===== src/rtl/spi_periph_pkg.sv =====
// Shared constants for the SPI peripheral bank and the register wrapper in front of it.
package spi_periph_pkg;

    localparam int unsigned DW    = 8;
    localparam int unsigned DEPTH = 16;
    localparam int unsigned AW    = $clog2(DEPTH);

    // Register map as decoded by the SPI wrapper
    localparam logic [6:0] GPO         = 7'h01;
    localparam logic [6:0] LED         = 7'h02;
    localparam logic [6:0] FIFO        = 7'h08;
    localparam logic [6:0] FIFO_LENGTH = 7'h09;

endpackage


===== src/rtl/spi_periph_bank_if.sv =====
// Strobe/data bundle between the SPI register wrapper (master) and the peripheral bank (slave).
interface spi_periph_bank_if;
    import spi_periph_pkg::*;

    logic          fifo_input_en;
    logic          fifo_output_en;
    logic [DW-1:0] fifo_data_in;
    logic [DW-1:0] fifo_data_out;
    logic          fifo_length_input_en;
    logic          fifo_length_output_en;
    logic [DW-1:0] fifo_length_in;
    logic [DW-1:0] fifo_length_out;
    logic          fifo_full;
    logic          fifo_read_complete;
    logic          gpo_wr_en;
    logic          gpo_rd_en;
    logic [DW-1:0] gpo_data_in;
    logic [DW-1:0] gpo_data_out;
    logic [6:0]    gpo_pins;
    logic          led_wr_en;
    logic          led_rd_en;
    logic [DW-1:0] led_data_in;
    logic [DW-1:0] led_data_out;
    logic          led0;
    logic          led1;

    modport master (
        output fifo_input_en, fifo_output_en, fifo_data_in,
        output fifo_length_input_en, fifo_length_output_en, fifo_length_in,
        output gpo_wr_en, gpo_rd_en, gpo_data_in,
        output led_wr_en, led_rd_en, led_data_in,
        input  fifo_data_out, fifo_length_out, fifo_full, fifo_read_complete,
        input  gpo_data_out, gpo_pins, led_data_out, led0, led1
    );

    modport slave (
        input  fifo_input_en, fifo_output_en, fifo_data_in,
        input  fifo_length_input_en, fifo_length_output_en, fifo_length_in,
        input  gpo_wr_en, gpo_rd_en, gpo_data_in,
        input  led_wr_en, led_rd_en, led_data_in,
        output fifo_data_out, fifo_length_out, fifo_full, fifo_read_complete,
        output gpo_data_out, gpo_pins, led_data_out, led0, led1
    );

endinterface


===== src/rtl/pkt_fifo.sv =====
// Packet FIFO with a programmable packet length; flags a fully loaded and a fully drained packet.
module pkt_fifo
    import spi_periph_pkg::*;
(
    input  logic          clk,
    input  logic          reset_n,
    input  logic          push_en,
    input  logic          pop_en,
    input  logic [DW-1:0] push_data,
    input  logic          len_we,
    input  logic [DW-1:0] len_in,
    output logic [DW-1:0] head_data,
    output logic [DW-1:0] len_out,
    output logic          full,
    output logic          read_complete
);

    localparam int unsigned CW = AW + 1;

    logic [DW-1:0] mem [DEPTH];
    logic [AW-1:0] wr_ptr;
    logic [AW-1:0] rd_ptr;
    logic [CW-1:0] count;
    logic [DW-1:0] len_q;
    logic [DW-1:0] rd_cnt;
    logic          rc_q;

    logic          push_ok;
    logic          pop_ok;
    logic          rc_clr;
    logic [DW-1:0] rd_cnt_nxt;

    // A push after a drained packet starts a new packet, so the drain count restarts
    always_comb begin
        push_ok    = push_en && (count < CW'(DEPTH));
        pop_ok     = pop_en && (count != '0);
        rc_clr     = push_ok && rc_q;
        rd_cnt_nxt = (rc_clr ? '0 : rd_cnt) + DW'(pop_ok);
    end

    always_ff @(posedge clk or negedge reset_n) begin
        if (!reset_n) begin
            wr_ptr <= '0;
            rd_ptr <= '0;
            count  <= '0;
            for (int i = 0; i < int'(DEPTH); i++) mem[i] <= '0;
        end else begin
            if (push_ok) begin
                mem[wr_ptr] <= push_data;
                wr_ptr      <= wr_ptr + AW'(1);
            end
            if (pop_ok) rd_ptr <= rd_ptr + AW'(1);
            count <= count + CW'(push_ok) - CW'(pop_ok);
        end
    end

    // Length write overrides push/pop effects on the drain tracking
    always_ff @(posedge clk or negedge reset_n) begin
        if (!reset_n) begin
            len_q  <= '0;
            rd_cnt <= '0;
            rc_q   <= 1'b0;
        end else if (len_we) begin
            len_q  <= len_in;
            rd_cnt <= '0;
            rc_q   <= 1'b0;
        end else begin
            rd_cnt <= rd_cnt_nxt;
            if (pop_ok && (len_q != '0) && (rd_cnt_nxt == len_q)) rc_q <= 1'b1;
            else if (rc_clr)                                       rc_q <= 1'b0;
        end
    end

    assign head_data     = (count != '0) ? mem[rd_ptr] : '0;
    assign len_out       = len_q;
    assign full          = ((len_q != '0) && (32'(count) >= 32'(len_q))) || (count == CW'(DEPTH));
    assign read_complete = rc_q;

endmodule


===== src/rtl/spi_periph_bank.sv =====
// Peripheral bank behind the SPI register wrapper: packet FIFO, GPO register and LED register.
module spi_periph_bank
    import spi_periph_pkg::*;
(
    input  logic             clk,
    input  logic             reset_n,
    spi_periph_bank_if.slave bus
);

    logic [DW-1:0] gpo_q;
    logic [DW-1:0] led_q;

    // Read strobes carry no side effect in this bank
    logic unused_rd;
    assign unused_rd = bus.fifo_length_output_en | bus.gpo_rd_en | bus.led_rd_en;

    always_ff @(posedge clk or negedge reset_n) begin
        if (!reset_n) begin
            gpo_q <= '0;
            led_q <= '0;
        end else begin
            if (bus.gpo_wr_en) gpo_q <= bus.gpo_data_in;
            if (bus.led_wr_en) led_q <= bus.led_data_in;
        end
    end

    assign bus.gpo_data_out = gpo_q;
    assign bus.gpo_pins     = gpo_q[6:0];
    assign bus.led_data_out = led_q;
    assign bus.led0         = led_q[0];
    assign bus.led1         = led_q[1];

    pkt_fifo u_pkt_fifo (
        .clk           (clk),
        .reset_n       (reset_n),
        .push_en       (bus.fifo_input_en),
        .pop_en        (bus.fifo_output_en),
        .push_data     (bus.fifo_data_in),
        .len_we        (bus.fifo_length_input_en),
        .len_in        (bus.fifo_length_in),
        .head_data     (bus.fifo_data_out),
        .len_out       (bus.fifo_length_out),
        .full          (bus.fifo_full),
        .read_complete (bus.fifo_read_complete)
    );

endmodule


===== src/flat_wrapper.sv =====
// flat-port wrapper written by rule: the top's interface ports become plain ports
module spi_periph_bank_flat import spi_periph_pkg::*;
  (clk, reset_n, bus_fifo_input_en, bus_fifo_output_en, bus_fifo_data_in, bus_fifo_length_input_en, bus_fifo_length_output_en, bus_fifo_length_in, bus_gpo_wr_en, bus_gpo_rd_en, bus_gpo_data_in, bus_led_wr_en, bus_led_rd_en, bus_led_data_in, bus_fifo_data_out, bus_fifo_length_out, bus_fifo_full, bus_fifo_read_complete, bus_gpo_data_out, bus_gpo_pins, bus_led_data_out, bus_led0, bus_led1);
  spi_periph_bank_if bus_i ();
  input  logic clk;
  input  logic reset_n;
  input wire logic [$bits(bus_i.fifo_input_en)-1:0] bus_fifo_input_en;
  input wire logic [$bits(bus_i.fifo_output_en)-1:0] bus_fifo_output_en;
  input wire logic [$bits(bus_i.fifo_data_in)-1:0] bus_fifo_data_in;
  input wire logic [$bits(bus_i.fifo_length_input_en)-1:0] bus_fifo_length_input_en;
  input wire logic [$bits(bus_i.fifo_length_output_en)-1:0] bus_fifo_length_output_en;
  input wire logic [$bits(bus_i.fifo_length_in)-1:0] bus_fifo_length_in;
  input wire logic [$bits(bus_i.gpo_wr_en)-1:0] bus_gpo_wr_en;
  input wire logic [$bits(bus_i.gpo_rd_en)-1:0] bus_gpo_rd_en;
  input wire logic [$bits(bus_i.gpo_data_in)-1:0] bus_gpo_data_in;
  input wire logic [$bits(bus_i.led_wr_en)-1:0] bus_led_wr_en;
  input wire logic [$bits(bus_i.led_rd_en)-1:0] bus_led_rd_en;
  input wire logic [$bits(bus_i.led_data_in)-1:0] bus_led_data_in;
  output wire logic [$bits(bus_i.fifo_data_out)-1:0] bus_fifo_data_out;
  output wire logic [$bits(bus_i.fifo_length_out)-1:0] bus_fifo_length_out;
  output wire logic [$bits(bus_i.fifo_full)-1:0] bus_fifo_full;
  output wire logic [$bits(bus_i.fifo_read_complete)-1:0] bus_fifo_read_complete;
  output wire logic [$bits(bus_i.gpo_data_out)-1:0] bus_gpo_data_out;
  output wire logic [$bits(bus_i.gpo_pins)-1:0] bus_gpo_pins;
  output wire logic [$bits(bus_i.led_data_out)-1:0] bus_led_data_out;
  output wire logic [$bits(bus_i.led0)-1:0] bus_led0;
  output wire logic [$bits(bus_i.led1)-1:0] bus_led1;
  assign bus_i.fifo_input_en = bus_fifo_input_en;
  assign bus_i.fifo_output_en = bus_fifo_output_en;
  assign bus_i.fifo_data_in = bus_fifo_data_in;
  assign bus_i.fifo_length_input_en = bus_fifo_length_input_en;
  assign bus_i.fifo_length_output_en = bus_fifo_length_output_en;
  assign bus_i.fifo_length_in = bus_fifo_length_in;
  assign bus_i.gpo_wr_en = bus_gpo_wr_en;
  assign bus_i.gpo_rd_en = bus_gpo_rd_en;
  assign bus_i.gpo_data_in = bus_gpo_data_in;
  assign bus_i.led_wr_en = bus_led_wr_en;
  assign bus_i.led_rd_en = bus_led_rd_en;
  assign bus_i.led_data_in = bus_led_data_in;
  assign bus_fifo_data_out = bus_i.fifo_data_out;
  assign bus_fifo_length_out = bus_i.fifo_length_out;
  assign bus_fifo_full = bus_i.fifo_full;
  assign bus_fifo_read_complete = bus_i.fifo_read_complete;
  assign bus_gpo_data_out = bus_i.gpo_data_out;
  assign bus_gpo_pins = bus_i.gpo_pins;
  assign bus_led_data_out = bus_i.led_data_out;
  assign bus_led0 = bus_i.led0;
  assign bus_led1 = bus_i.led1;
  spi_periph_bank u_core (.clk(clk), .reset_n(reset_n), .bus(bus_i));
endmodule

===== config.mk =====
export PLATFORM = sky130hd
export DESIGN_NAME = spi_periph_bank_flat
export DESIGN_NICKNAME = d
export VERILOG_FILES = /design/src/rtl/spi_periph_pkg.sv /design/src/rtl/spi_periph_bank_if.sv /design/src/rtl/pkt_fifo.sv /design/src/rtl/spi_periph_bank.sv /design/src/flat_wrapper.sv
export SDC_FILE = /design/constraint.sdc
export NUM_CORES = 1
export LEC_CHECK = 0
export BUFFER_PORTS_ARGS = -buffer_cell sky130_fd_sc_hd__buf_2
export CAP_MARGIN = 20
export CORE_MARGIN = 2
export CORE_UTILIZATION = 50
export CTS_CLUSTER_DIAMETER = 30
export CTS_CLUSTER_SIZE = 10
export DETAILED_ROUTE_END_ITERATION = 16
export GPL_TIMING_DRIVEN = 0
export PLACE_DENSITY = 0.76
export REMOVE_ABC_BUFFERS = 1
export SYNTH_ARGS = -nofsm -noshare
export SYNTH_HDL_FRONTEND = slang
export SYNTH_SLANG_ARGS = --single-unit

===== constraint.sdc =====
create_clock -name clk -period 7.2 [get_ports clk]
set_input_delay 1.44 -clock clk [delete_from_list [all_inputs] [get_ports clk]]
set_output_delay 1.44 -clock clk [all_outputs]
set_load 0.005 [all_outputs]

==> summary.txt <==
Run status
  – Status: finished clean

Logic synthesis
  – Sequential cell area fraction in the yosys report: 53.13%
  – Syn Inst Count: about 560
  – Post-synthesis register bit count: 174
  – Count of different cell masters after synthesis: 39
  – Yosys warnings: 0
  – Post-Syn Area per Cell: 14.53 um^2
  – Synthesized area: between 0.008 and 0.009 mm^2

Timing
  – Final setup violation count: 0
  – Slew at the pin with the worst max-slew slack: 892.5 ps
  – Max Fclk: 0.2310 GHz
  – Post-layout worst setup margin: 2871 ps
  – Slew HR: 40.50%
  – Fin crit share: 60.12%
  – Endpoints failing hold: 0
  – Period minus WS final: between 4000 and 5000 ps
  – Setup_tns: 0 ps
  – RSZ-0062 raised after global routing: no
  – Fin. max-slew vios: 0
  – Final Skew: 7.632 ps

Critical path
  – Worst setup SP type: register
  – CP Capture Type: output pin
  – Worst Path Arrival: between 2000 and 3000 ps
  – Setup CP Type: reg -> out
  – CP Data Required Time: 5760 ps
  – Largest fanout on the critical path: 18

Clock tree
  – Root Buffer: clkbuf_16
  – H-tree depth: 4
  – Post-CTS setup buffer count: 0
  – Clock buffer depth: 2
  – Clk Latency, worst-skew pair: between 400 and 500 ps
  – Hold Buf Count CTS: 0
  – Clk slew on worst S/H paths: about 60 ps
  – CTS tree: done
  – Num CTS Buffers: 17
  – Post-CTS Resized: 0
  – Clock sink count: 174

Detailed routing
  – Wirelength per Cell: 19.88 um
  – DRC Markers: 0
  – Final wirelength: 17110 um
  – Initial drt markers: 279
  – Avg Vias per Cell: 5.659
  – Pre-antenna DRT Iters: 5
  – Via count of the routed design: approximately 4900
  – Antenna-violating nets left: 0

Layout
  – Layout cells sized above 1: 47.60%
  – Nets@finish: between 600 and 700
  – Area growth from synthesis to layout: 14.15%
  – Fill count: 1254
  – N_diodes: 0

Power
  – Static Leakage: 4.339 nW
  – VDD IR max: 0.2239 mV
  – Power per cell area: 412.3 mW/mm^2

Global routing
  – Global Route Usage Sum: 20.85%
  – Largest net degree at the start of global routing: approximately 130
  – First-pass GRT wire length: 27990 um
  – Gr ovfl total: 0
  – Vias in the first global route: 5271
  – Initial antenna violation count: 0

Placement
  – Place WS: around 2800 ps
  – DP HPWL: 11130 um
  – RePlAce Congestion: 0.8406
  – Port Buffer Count: 81

Die
  – # IOs: 85
  – Die area: 0.01743 mm^2
  – Total core area: 0.01594 mm^2
  – Initial Util: between 50% and 60%
  – Die height: 132.0 um
  – Cell row count: 46
  – Die Wd: about 130 um

Flow run
  – Max-Cap Viols: 0

Hold path
  – Hold Crit Class: reg -> reg
cell usage after synthesis:
master / count / area, um^2
o22ai_1: 1 / 6.260
a221oi_1: 1 / 8.760
o211a_1: 1 / 10.01
xor2_1: 6 / 52.55
ha_1: 18 / 225.2
nor3b_1: 1 / 7.510
buf_6: 3 / 33.78
mux2i_1: 1 / 10.01
mux4_2: 40 / 900.9
buf_1: 5 / 18.77
nor4b_2: 1 / 15.01
buf_2: 1 / 5.000
and2_1: 2 / 12.51
xnor2_1: 15 / 131.4
nand3b_1: 2 / 15.01
nand4_1: 3 / 18.77
nand2_1: 31 / 116.4
a32oi_1: 1 / 8.760
nor3_1: 4 / 20.02
a211oi_1: 1 / 7.510
o21ai_0: 10 / 50.05
a21oi_1: 8 / 40.04
nand3_1: 5 / 25.02
and3_1: 2 / 12.51
dfrtp_1: 174 / 4354
mux2_2: 149 / 1678
nor4_1: 1 / 6.260
a21o_1: 1 / 7.510
nand2b_1: 2 / 12.51
nor4b_1: 1 / 8.760
fa_1: 1 / 20.02
nor2b_1: 13 / 81.33
a32o_1: 1 / 10.01
inv_1: 14 / 52.55
buf_4: 10 / 75.07
nor2_1: 16 / 60.06
o2111ai_1: 1 / 8.760
clkbuf_1: 16 / 60.06
o41ai_1: 1 / 8.760
kinds of logic (layout without fill, tap and decap cells):
logic type               after synthesis  in the layout  synth area share [%]
adder cells (fa/ha/maj)               19             19                 2.992
buffers and inverters                 49            130                 2.992
XOR/XNOR                              21             21                 2.244
multiplexers                         190            190                 31.59
AO/OA/AOI/OAI                         27             27                 2.031
AND/OR/NAND/NOR                       84             84                 5.023
flip-flops                           174            174                 53.13
per-layer routing:
metal	track usage, %	vias up	part of all wire (%)
li1	-	2180	-
met1	26.76	2527	42
met2	34.11	132	51
met3	4.383	33	4.8
met4	9.783	0	2.5
met5	0	-	0
layout by cell type (no fill, tap or decap), drive strengths merged, types with 2 or more instances in the layout:
master	n
a21oi	8
and2	2
and3	2
buf	84
bufinv	3
clkbuf	21
clkinv	6
clkinvlp	2
dfrtp	174
ha	18
inv	14
mux2	149
mux4	40
nand2	31
nand2b	2
nand3	5
nand3b	2
nand4	3
nor2	16
nor2b	13
nor3	4
nor4b	2
o21ai	10
xnor2	15
xor2	6
critical path, cell delays in order, from the launching register on:
cell and delay, ps:
dfrtp_2 780, buf_12 270, mux4_2 530, mux4_2 530
nor2b_1 170, buf_2 160
layout make-up:
cell class	count	area, um^2	area share, %
flip-flops and latches	174	4357	46.57
clock buffers	21	470.5	5.029
repair buffers	84	470.5	5.029
multi-input cells	341	3596	38.44
well taps	216	270.3	2.889
clock inverters	11	138.9	1.485
inverters	14	52.55	0.5617
sequential cells by signal, summed over array words and instances (netlist names):
name and count:
u_core.u_pkt_fifo.count 5, u_core.u_pkt_fifo.rd_ptr 4, u_core.u_pkt_fifo.len_out 8, u_core.u_pkt_fifo.read_complete 1, u_core.u_pkt_fifo.wr_ptr 4, u_core.u_pkt_fifo.rd_cnt 8
u_core.bus.gpo_data_out 8, u_core.u_pkt_fifo.mem 128, u_core.bus.led_data_out 8
through the flow:
stage	power, mW	hold WS, ps	utilization, %	std cells	cell area, um^2
4_1_cts	3.888	501.8	58.68	861	9355
2_1_floorplan	2.529	473.9	-	529	8003
3_5_place_dp	2.941	487.4	54.86	829	8746
3_3_place_gp	2.847	481.2	54.43	826	8678
6_report	3.857	498.3	58.68	861	9355
5_1_grt	4.081	507.8	58.68	861	9355
worst paths after layout:
| kind | start | end | slack, ps | cells past startpoint |
|---|---|---|---|---|
| worst max-delay path | u_core.u_pkt_fifo.rd_ptr[0]$_DFFE_PN0P_ | bus_fifo_data_out[6] | 2870 | 5 |
| worst min-delay path | u_core.u_pkt_fifo.mem[42]$_DFFE_PN0P_ | u_core.u_pkt_fifo.mem[42]$_DFFE_PN0P_ | 500 | 1 |
| worst max register to register | u_core.u_pkt_fifo.count[2]$_DFF_PN0_ | u_core.u_pkt_fifo.read_complete$_DFFE_PN0P_ | 3650 | 13 |
| worst min register to register | u_core.u_pkt_fifo.mem[42]$_DFFE_PN0P_ | u_core.u_pkt_fifo.mem[42]$_DFFE_PN0P_ | 500 | 1 |
| max in group asynchronous | reset_n | u_core.u_pkt_fifo.mem[87]$_DFFE_PN0P_ | 5380 | 2 |
| min in group asynchronous | reset_n | u_core.bus.gpo_data_out[2]$_DFFE_PN0P_ | 910 | 1 |
report_power, final:
group          total (mW)  internal, mW  switching, mW
Sequential           1.67          1.36          0.313
Clock               0.941         0.570          0.371
Combinational        1.24         0.801          0.442
(Power assumes the default switching activity.)
